### config.mk
export PLATFORM = sky130hd
export DESIGN_NAME = accu_result_drain
export DESIGN_NICKNAME = d
export VERILOG_FILES = /design/src/rtl/accu_result_drain.sv
export SDC_FILE = /design/constraint.sdc
export NUM_CORES = 1
export LEC_CHECK = 0
export CORE_UTILIZATION = 58
export CTS_BUF_LIST = sky130_fd_sc_hd__clkbuf_2
export DETAILED_ROUTE_END_ITERATION = 7
export HOLD_SLACK_MARGIN = 0.1
export PLACE_DENSITY = 0.79
export SKIP_LAST_GASP = 1
export SLEW_MARGIN = 20
export SYNTH_ARGS = -nofsm -noshare
export SYNTH_HDL_FRONTEND = slang
export SYNTH_SLANG_ARGS = --single-unit
### constraint.sdc
create_clock -name clk -period 3.7 [get_ports clk]
set_input_delay 1.11 -clock clk [delete_from_list [all_inputs] [get_ports clk]]
set_output_delay 1.11 -clock clk [all_outputs]
set_load 0.01 [all_outputs]
### src/rtl/accu_result_drain.sv
// Drains accumulator sums: padding-row drop, bias, ReLU, round/saturate to int8, 4:1 pack, word FIFO.
// Word reaches m_valid 3 edges after its 4th pixel is sampled; no upstream backpressure, drops on full FIFO.

module accu_result_drain_fifo #(
    parameter int W     = 33,
    parameter int DEPTH = 16
) (
    input  logic         clk,
    input  logic         rst_n,
    input  logic         push,
    input  logic [W-1:0] push_dat,
    input  logic         pop,
    output logic [W-1:0] pop_dat,
    output logic         full,
    output logic         empty
);
    localparam int AW = $clog2(DEPTH);

    logic [W-1:0]  mem [DEPTH];
    logic [AW-1:0] wr_ptr;
    logic [AW-1:0] rd_ptr;
    logic [AW:0]   cnt;
    logic          do_push;
    logic          do_pop;

    assign full    = (cnt == (AW+1)'(DEPTH));
    assign empty   = (cnt == '0);
    assign do_pop  = pop && !empty;
    // A full FIFO still accepts a word when the same cycle frees a slot.
    assign do_push = push && (!full || do_pop);
    assign pop_dat = mem[rd_ptr];

    always_ff @(posedge clk) begin
        if (do_push) mem[wr_ptr] <= push_dat;
    end

    always_ff @(posedge clk or negedge rst_n) begin
        if (!rst_n) begin
            wr_ptr <= '0;
            rd_ptr <= '0;
            cnt    <= '0;
        end else begin
            if (do_push) wr_ptr <= wr_ptr + 1'b1;
            if (do_pop)  rd_ptr <= rd_ptr + 1'b1;
            case ({do_push, do_pop})
                2'b10:   cnt <= cnt + 1'b1;
                2'b01:   cnt <= cnt - 1'b1;
                default: cnt <= cnt;
            endcase
        end
    end
endmodule

module accu_result_drain #(
    parameter int COL_NUM    = 128,
    parameter int ROW_NUM    = 128,
    parameter int PAD_ROWS   = 1,
    parameter int SHIFT      = 4,
    parameter int FIFO_DEPTH = 16
) (
    input  logic               clk,
    input  logic               rst_n,
    input  logic               valid_in,
    input  logic signed [17:0] din,
    input  logic signed [17:0] bias,
    input  logic               relu_en,
    input  logic               clear_ovf,
    output logic               m_valid,
    input  logic               m_ready,
    output logic [31:0]        m_data,
    output logic               m_last,
    output logic               frame_done,
    output logic               overflow
);
    localparam int FRAME_ROWS = ROW_NUM + 2*PAD_ROWS;
    localparam int CW = (COL_NUM > 1) ? $clog2(COL_NUM) : 1;
    localparam int RW = (FRAME_ROWS > 1) ? $clog2(FRAME_ROWS) : 1;
    localparam logic [19:0] RND = 20'(1 << (SHIFT-1));

    // Raster position
    logic [CW-1:0] col;
    logic [RW-1:0] row;
    logic          first_px;
    logic          col_last;
    logic          row_last;
    logic          kept;
    logic          last_kept;

    assign first_px  = (col == '0) && (row == '0);
    assign col_last  = (col == CW'(COL_NUM-1));
    assign row_last  = (row == RW'(FRAME_ROWS-1));
    assign kept      = (row >= RW'(PAD_ROWS)) && (row < RW'(PAD_ROWS+ROW_NUM));
    assign last_kept = col_last && (row == RW'(PAD_ROWS+ROW_NUM-1));

    always_ff @(posedge clk or negedge rst_n) begin
        if (!rst_n) begin
            col <= '0;
            row <= '0;
        end else if (valid_in) begin
            if (col_last) begin
                col <= '0;
                row <= row_last ? '0 : row + 1'b1;
            end else begin
                col <= col + 1'b1;
            end
        end
    end

    // Frame parameters: the frame's first pixel already uses the freshly sampled values.
    logic signed [17:0] bias_q;
    logic               relu_q;
    logic signed [17:0] bias_eff;
    logic               relu_eff;

    assign bias_eff = first_px ? bias : bias_q;
    assign relu_eff = first_px ? relu_en : relu_q;

    always_ff @(posedge clk or negedge rst_n) begin
        if (!rst_n) begin
            bias_q <= '0;
            relu_q <= 1'b0;
        end else if (valid_in && first_px) begin
            bias_q <= bias;
            relu_q <= relu_en;
        end
    end

    // S1: bias add
    logic               s1_vld;
    logic               s1_last;
    logic               s1_relu;
    logic signed [18:0] s1_sum;

    always_ff @(posedge clk or negedge rst_n) begin
        if (!rst_n) begin
            s1_vld  <= 1'b0;
            s1_last <= 1'b0;
            s1_relu <= 1'b0;
            s1_sum  <= '0;
        end else begin
            s1_vld <= valid_in && kept;
            if (valid_in && kept) begin
                s1_last <= last_kept;
                s1_relu <= relu_eff;
                s1_sum  <= {din[17], din} + {bias_eff[17], bias_eff};
            end
        end
    end

    // S2: ReLU, round-half-up arithmetic shift, saturate to int8
    logic signed [18:0] relu_val;
    logic signed [19:0] rnd;
    logic signed [19:0] shr;
    logic [7:0]         byte_nxt;
    logic               s2_vld;
    logic               s2_last;
    logic [7:0]         s2_byte;

    always_comb begin
        relu_val = s1_sum;
        if (s1_relu && s1_sum[18]) relu_val = '0;
        // One guard bit so the rounding constant cannot wrap the largest sum.
        rnd = {relu_val[18], relu_val} + RND;
        shr = rnd >>> SHIFT;
        if (shr > 20'sd127)       byte_nxt = 8'h7f;
        else if (shr < -20'sd128) byte_nxt = 8'h80;
        else                      byte_nxt = shr[7:0];
    end

    always_ff @(posedge clk or negedge rst_n) begin
        if (!rst_n) begin
            s2_vld  <= 1'b0;
            s2_last <= 1'b0;
            s2_byte <= '0;
        end else begin
            s2_vld <= s1_vld;
            if (s1_vld) begin
                s2_last <= s1_last;
                s2_byte <= byte_nxt;
            end
        end
    end

    // S3: pack four bytes, first pixel in the low byte
    logic [1:0]  lane;
    logic [23:0] pack;
    logic        push_q;
    logic [31:0] push_word;
    logic        push_last;

    always_ff @(posedge clk or negedge rst_n) begin
        if (!rst_n) begin
            lane      <= '0;
            pack      <= '0;
            push_q    <= 1'b0;
            push_word <= '0;
            push_last <= 1'b0;
        end else begin
            push_q <= 1'b0;
            if (s2_vld) begin
                lane <= lane + 1'b1;
                case (lane)
                    2'd0:    pack[7:0]   <= s2_byte;
                    2'd1:    pack[15:8]  <= s2_byte;
                    2'd2:    pack[23:16] <= s2_byte;
                    default: begin
                        push_q    <= 1'b1;
                        push_word <= {s2_byte, pack};
                        push_last <= s2_last;
                    end
                endcase
            end
        end
    end

    // Output word FIFO
    logic [32:0] fifo_out;
    logic        fifo_full;
    logic        fifo_empty;
    logic        pop;

    accu_result_drain_fifo #(
        .W     (33),
        .DEPTH (FIFO_DEPTH)
    ) u_fifo (
        .clk      (clk),
        .rst_n    (rst_n),
        .push     (push_q),
        .push_dat ({push_last, push_word}),
        .pop      (pop),
        .pop_dat  (fifo_out),
        .full     (fifo_full),
        .empty    (fifo_empty)
    );

    assign m_valid = !fifo_empty;
    assign pop     = m_valid && m_ready;
    // Stale FIFO contents are masked so the port reads zero whenever nothing is offered.
    assign m_data  = m_valid ? fifo_out[31:0] : 32'h0;
    assign m_last  = m_valid && fifo_out[32];

    always_ff @(posedge clk or negedge rst_n) begin
        if (!rst_n) begin
            overflow   <= 1'b0;
            frame_done <= 1'b0;
        end else begin
            frame_done <= pop && m_last;
            if (clear_ovf)
                overflow <= 1'b0;
            else if (push_q && fifo_full && !pop)
                overflow <= 1'b1;
        end
    end
endmodule

==> summary.md <==
| Metric | Value |
|---|---|
| Yosys warning count | `0` |
| Sequential fraction of the synthesis area | `71.1%` |
| Die Y | `218 um` |
| Fin nets | `1,829` |
| Crit path required time | `2.59 ns` |
| Synth Instances | `1,458` |
| Final setup fails | `34` |
| Clock Power Share | `21.6%` |
| Avg Vias per Cell | `6.19` |
| Root cell of the clock tree | `clkbuf_2` |
| Max clock buf depth | `3` |
| Die width | `218 um` |
| Outcome | `finished, violations left` |
| Achievable Freq | `211 MHz` |
| Synth Register Bits | `666` |
| Largest net degree at the start of global routing | `81` |
| Routed WL | `64.3 mm` |
| Final core occ | `69.6%` |
| Maximum vdd drop | `392 uV` |
| Failing checks | `negative setup slack` |
| IO buf count | `77` |
| Initial Util | `59.4%` |
| Hold Path Class | `in2reg` |
| Post-route ant nets | `0` |
| Post-layout min period | `4.74 ns` |
| Total Power | `22.9 mW` |
| Mapped Avg Cell Area | `18.6 um^2` |
| Full die area | `47,700 um^2` |
| Area growth syn-to-layout | `17.2%` |
| Total GRT Usage | `28.1%` |
| Layout Skew | `0.0848 ns` |
| Iteration-0 DRC count of the detailed router | `1,532` |
| CTS clk-pin slew, worst paths | `0.13 ns` |
| Net Sw Frac | `31.2%` |
| Pleak | `11.8 nW` |
| Async set or reset register ratio after synthesis | `20.7%` |
| DP Wirelength | `31.9 mm` |
| Routed vias | `15,300` |
| Fin. max-slew vios | `0` |
| Slew @ Worst Pin | `0.997 ns` |
| Setup ws final | `-1.04 ns` |
| Setup CP Type | `reg2out` |
| I/O pin cnt | `78` |
| NetSw | `7.15 mW` |
| Crit path DAT | `3.63 ns` |
| CP Max Fanout | `6` |
| Gate power share | `33.2%` |
| Max-cap violations | `0` |
| Critical path endpoint category | `output port` |
| Final hold slack | `0.357 ns` |
| EDFF count, synth | `528` |
| Tcrit/Tclk final | `128%` |
| Drt drc | `0` |
| Pre-antenna DRT Iters | `5` |
| Layout cells sized above 1 | `38.3%` |
| Clock Latency Late Sink | `1.32 ns` |
| Total nets after synthesis | `1,537` |
| CTS Buf Count | `161` |
| Maximum level of the CTS H-tree | `4` |
| Startpoint types | `register` |
| Core Region | `45,800 um^2` |
| CTS tree | `done` |
| Number of global-route vias before repair | `16,200` |
| First-pass GRT wire length | `96.0 mm` |
| Placed inst area | `29,400 um^2` |
| Row cnt | `78` |
| Share of total power in sequential cells | `45.2%` |
| Final RePlAce weighted congestion | `0.794` |
| PwrDens | `720 nW/um^2` |
| Initial antenna violation count | `2` |
| Total congestion overflow | `0` |
| Finished Cell Area | `31,800 um^2` |
| Hold Fails Final Rpt | `0` |
| Yosys cell types | `65` |
| Slew headroom | `33.3%` |
| Mapped Area | `27,200 um^2` |
| Top FF cell, synth | `edfxtp_1` |
| Power Internal | `15.8 mW` |
| RSZ-0062 raised after global routing | `yes` |
| Pre-CTS setup slack | `-0.188 ns` |
| Clk sink count | `666` |
| WL/cell | `25.9 um` |
[Yosys cell counts (3+ instances only)]
cell type | n | area share, %
edfxtp_1 | 528 | 58
mux4_2 | 165 | 14
dfrtp_1 | 138 | 13
nand2_1 | 80 | 1.1
mux2_2 | 63 | 2.6
o21ai_0 | 63 | 1.2
and2_1 | 57 | 1.3
clkbuf_1 | 41 | 0.57
ha_1 | 36 | 1.7
inv_1 | 30 | 0.41
a21oi_1 | 23 | 0.42
nor2_1 | 23 | 0.32
xnor2_1 | 23 | 0.74
nand3_1 | 21 | 0.39
xor2_1 | 14 | 0.45
nand4_1 | 13 | 0.30
nor3_1 | 13 | 0.24
buf_1 | 11 | 0.15
buf_2 | 11 | 0.20
and3_1 | 6 | 0.14
and4_1 | 5 | 0.16
mux2i_1 | 5 | 0.18
nand3b_1 | 5 | 0.14
nor2b_1 | 5 | 0.12
o21ai_1 | 5 | 0.092
o31ai_1 | 5 | 0.14
or3_1 | 5 | 0.12
a21o_1 | 4 | 0.11
o22ai_1 | 4 | 0.092
a211oi_1 | 3 | 0.083
a31oi_1 | 3 | 0.069
nor3b_1 | 3 | 0.083
nor4_1 | 3 | 0.069
o211ai_1 | 3 | 0.083
o21a_1 | 3 | 0.083
o221ai_1 | 3 | 0.097
[area by class of cell]
cell class | count | area (um^2)
fillers | 2828 | 13900
multi-input cells | 695 | 7650
clock inverters | 40 | 244
repair buffers | 196 | 2500
inverters | 30 | 113
flip-flops and latches | 666 | 19300
well taps | 600 | 751
diodes | 2 | 5.00
clock buffers | 250 | 1250
[power groups by stage]
stage	Combinational, mW	Clock (mW)	Sequential (mW)
CTS	7.17	4.96	10.3
floorplan	4.05	0	10.1
detailed placement	6.24	0	10.5
global route	8.01	5.38	10.5
finish	7.60	4.95	10.4
global placement	6.13	0	10.4
[what timing repair did]
item | in CTS | in global routing
hold buffers | 1 | 0
pin swaps | 1 | 37
buffers inserted | 29 | 22
resized for setup | 187 | 74
endpoints found under the hold margin | 77 | 0
cloned | 11 | 2
endpoints found under the setup margin | 35 | 45
[metal layers]
layer  share of wire [%]  vias to the layer above  global-route usage, %
li1                    -                     6484                      -
met1                  37                     7911                   35.2
met2                  52                      810                   47.4
met3                 8.4                      137                   6.69
met4                 2.8                        0                   11.0
met5                   0                        -                      0
[worst max-delay path, cell delays in order, from the launching register on]
cell and delay, ns:
dfrtp_4 0.48, buf_12 0.13, buf_4 0.19, buf_12 0.16, mux4_2 0.56, mux4_2 0.52
and2_4 0.17, buf_6 0.11
[cells in the final DEF, fill, tap and decap left out, drive strengths merged, types with 13 or more instances in the layout]
cell	count
edfxtp	528
a21oi	23
inv	32
clkinv	32
nand4	13
ha	36
nor2	23
buf	147
and2	57
nor3	15
clkdlybuf4s50	42
xnor2	23
mux4	165
o21ai	68
clkbuf	252
nand3	21
mux2	64
xor2	14
nand2	80
dfrtp	138
[cell families after synthesis]
| kind of cell | synth area share, % |
|---|---|
| flip-flops | 71.1 |
| adder cells (fa/ha/maj) | 1.73 |
| XOR/XNOR | 1.19 |
| buffers and inverters | 1.46 |
| multiplexers | 16.5 |
| AND/OR/NAND/NOR | 4.94 |
| AO/OA/AOI/OAI | 3.09 |
[final timing paths]
check                                                  start                         to  slack, ns  cells after the start
worst max-delay path            u_fifo.rd_ptr[0]$_DFFE_PN0P_                 m_data[31]      -1.04                      7
worst min-delay path                               clear_ovf       overflow$_DFFE_PN0P_       0.36                      2
worst max register to register            col[1]$_DFFE_PN0P_     s1_sum[14]$_DFFE_PN0P_       0.09                     13
worst min register to register          pack[18]$_DFFE_PN0P_       pack[18]$_DFFE_PN0P_       0.49                      2
max in group asynchronous                              rst_n  push_word[17]$_DFFE_PN0P_       2.46                      3
min in group asynchronous                              rst_n      bias_q[8]$_DFFE_PN0P_       0.43                      2
[sequential cells by signal, summed over array words and instances (netlist names)]
name and flops:
pack 24, overflow 1, push_word 32, s1_sum 16, push_last 1, u_fifo.mem 528, relu_q 1, s2_last 1
col 7, lane 2, s1_last 1, u_fifo.rd_ptr 4, s1_vld 1, u_fifo.wr_ptr 4, s2_vld 1, u_fifo.cnt 5
frame_done 1, bias_q 18, push_q 1, s2_byte 8, row 8, s1_relu 1
[metrics by stage]
step,setup TNS [ns],cells
after CTS,-36.01,2467
after floorplan,0,1458
after global routing,-35.03,2479
after detailed placement,-1.14,2137
after global placement,-0.593,2137
final,-30.90,2479
(Power assumes the default switching activity.)
==> edit, RTL diff (same settings) <==
Make the reset (`rst_n`) synchronous in 7 clocked blocks.
--- a/src/rtl/accu_result_drain.sv
+++ b/src/rtl/accu_result_drain.sv
@@ -36,3 +36,3 @@
 
-    always_ff @(posedge clk or negedge rst_n) begin
+    always_ff @(posedge clk) begin
         if (!rst_n) begin
@@ -94,3 +94,3 @@
 
-    always_ff @(posedge clk or negedge rst_n) begin
+    always_ff @(posedge clk) begin
         if (!rst_n) begin
@@ -117,3 +117,3 @@
 
-    always_ff @(posedge clk or negedge rst_n) begin
+    always_ff @(posedge clk) begin
         if (!rst_n) begin
@@ -133,3 +133,3 @@
 
-    always_ff @(posedge clk or negedge rst_n) begin
+    always_ff @(posedge clk) begin
         if (!rst_n) begin
@@ -169,3 +169,3 @@
 
-    always_ff @(posedge clk or negedge rst_n) begin
+    always_ff @(posedge clk) begin
         if (!rst_n) begin
@@ -190,3 +190,3 @@
 
-    always_ff @(posedge clk or negedge rst_n) begin
+    always_ff @(posedge clk) begin
         if (!rst_n) begin
@@ -241,3 +241,3 @@
 
-    always_ff @(posedge clk or negedge rst_n) begin
+    always_ff @(posedge clk) begin
         if (!rst_n) begin
Formal check against the unedited RTL: no difference found for any inputs over 10 cycles, from zero or initial values and one cycle with rst_n low; that may be too few to reach the edited logic, so the function may still have changed.
==> edit against the original RTL <==
- the run still ends with setup timing left
- wire length fell by 0.67%
- sequential cell count grew 4
- worst hold slack lost 0.010 ns
- synthesized area shrank 1.5%
- cell count rose by 7.1%
- cell area is essentially flat
- maximum frequency grew 1.7%
- utilization grew 0.48 points
- setup slack better by 0.078 ns
- critical path type unchanged
- critical endpoint is now m_data[14]
- highest routed layer unchanged
Power is not compared: it rests on default switching activity, and its combinational part moved more than twofold at a synthesized area within 25%.
==> edit: results (changes against the original RTL) <==
Outcome
  • Status: finished with violations
  • Failing checks: setup timing

Synth
  • Synth Area in Compound Gates: 3.472% (+0.38 points)
  • Ys async rst share: 0% (-21 points)
  • Mapped Avg Cell Area: 16.62 sq um (-11%)
  • Mux contribution to synthesized area: 15.04% (-1.5 points)
  • Post-synth top cells: edfxtp_1 (528), nand2_1 (172), mux4_2 (165), dfxtp_1 (142), a21oi_1 (102)
  • Syn_nets: 1690 (+10%)
  • Synth top area cells: edfxtp_1 (59%), mux4_2 (14%), dfxtp_1 (11%)
  • Mapped Area: 0.02677 sq mm (-1.5%)
  • Synth Area in XOR/XNOR: 1.374% (+0.18 points)
  • Post-synthesis sequential area ratio: 69.84% (-1.2 points)
  • Post-synth cell types: 57 (-12%)
  • Post-Synth Adder-Cell Area: 1.757% (+0.026 points)

Routing
  • Routed wl met2: 33.48 mm (+0.30%)
  • Via/cell ratio: 5.977 (-3.4%)
  • DRT iter0 DRCs: 1496 (-2.3%)
  • WL met1: 23.44 mm (-1.1%)
  • Routed length on met3: 4.995 mm (-7.5%)
  • DR WL/cell: 24.05 um (-7.3%)
  • Detailed Routing Iterations Pass 1: 7 (+2)
  • Vias: 15870 (+3.4%)

Power and ir drop
  • Total power: between 10000 and 15000 uW
  • P_clk: a little over 5000 uW

Clocking
  • Clock latency on the worst-skew pair: 1.36 ns (+0.04 ns)
  • # hold bufs at CTS: 0 (-1)
  • TritonCTS Buffers: 160 (-0.62%)
  • Clock transition at path regs: 0.11 ns (-0.02 ns)

Layout
  • Fin nets: 1996 (+9.1%)
  • Fill cells: 2794 (-1.2%)
  • Share of cells above drive strength 1: 34.50% (-3.7 points)

STA
  • # setup viols final: 40 (+18%)
  • Max Clock Skew: 0.07206 ns (-0.01276 ns)
  • Setup TNS: -29.48 ns (+1.420 ns)
  • Slew margin rel.: 39.43% (+6.2 points)
  • Worst setup margin: -0.9615 ns (+0.07801 ns)

Placement
  • DP Area: 0.02921 sq mm (-0.57%)
  • HPWL after detailed placement: 33.66 mm (+5.6%)
  • Placer Congestion: 0.8367 (+5.4%)
  • Placed cell count: 2294 (+7.3%)
  • Dpl ws: -0.3733 ns (-0.1849 ns)

Global routing
  • Tot GR Track Use: 28.03% (-0.057 points)
  • GRT met3 Usage: 6.904% (+0.21 points)
  • Grt met1 use: 34.61% (-0.58 points)
  • Pin count of the biggest net entering global routing: 87 (+7.4%)
  • First-pass GRT wire length: 95.82 mm (-0.17%)
  • GR Layer Usage met2: 47.93% (+0.49 points)

Worst setup path
  • CP arrival: 3.55 ns (-0.08 ns)
  • CP peak stage delay: 0.49 ns (-0.07 ns)
  • Worst Path Max Fanout: 8 (+2)

Worst hold path
  • Hold Path Class: primary input to flop
## edit: path summary, 6_finish.rpt
check | start | to | slack [ns] | cells after the start
hold / removal | bias[4] | bias_q[4] | 0.35 | 3
setup reg to reg | row[5] | s1_sum[16] | -0.17 | 14
setup / recovery | flop | m_data[14] | -0.96 | 8
hold reg to reg | pack[7] | push_word[7] | 0.44 | 2
## edit: area by class of cell
class	instances	area [sq um]	share of cell area, %
timing repair buffer	232	2569	8.065
multi-input combinational	829	8123	25.50
tap	600	750.7	2.357
inverter	24	91.34	0.2868
clock buffer	232	1161	3.646
antenna	6	15.01	0.04714
sequential	670	18720	58.77
clock inverter	62	422.9	1.328
## edit: worst max-delay path, delay by kind of cell (launching register included)
family                 cells  cell delay (ns)
buffers and inverters      5             0.69
DFF                        1             0.42
and+or+nand+nor            1             0.14
muxes                      2             0.94
## edit: what timing repair did
item                                    in CTS  in global routing
endpoints found under the setup margin      41                 44
resized for setup                          194                 58
gates cloned                                12                  1
buffers inserted                            46                 10
pin swaps                                   13                 14
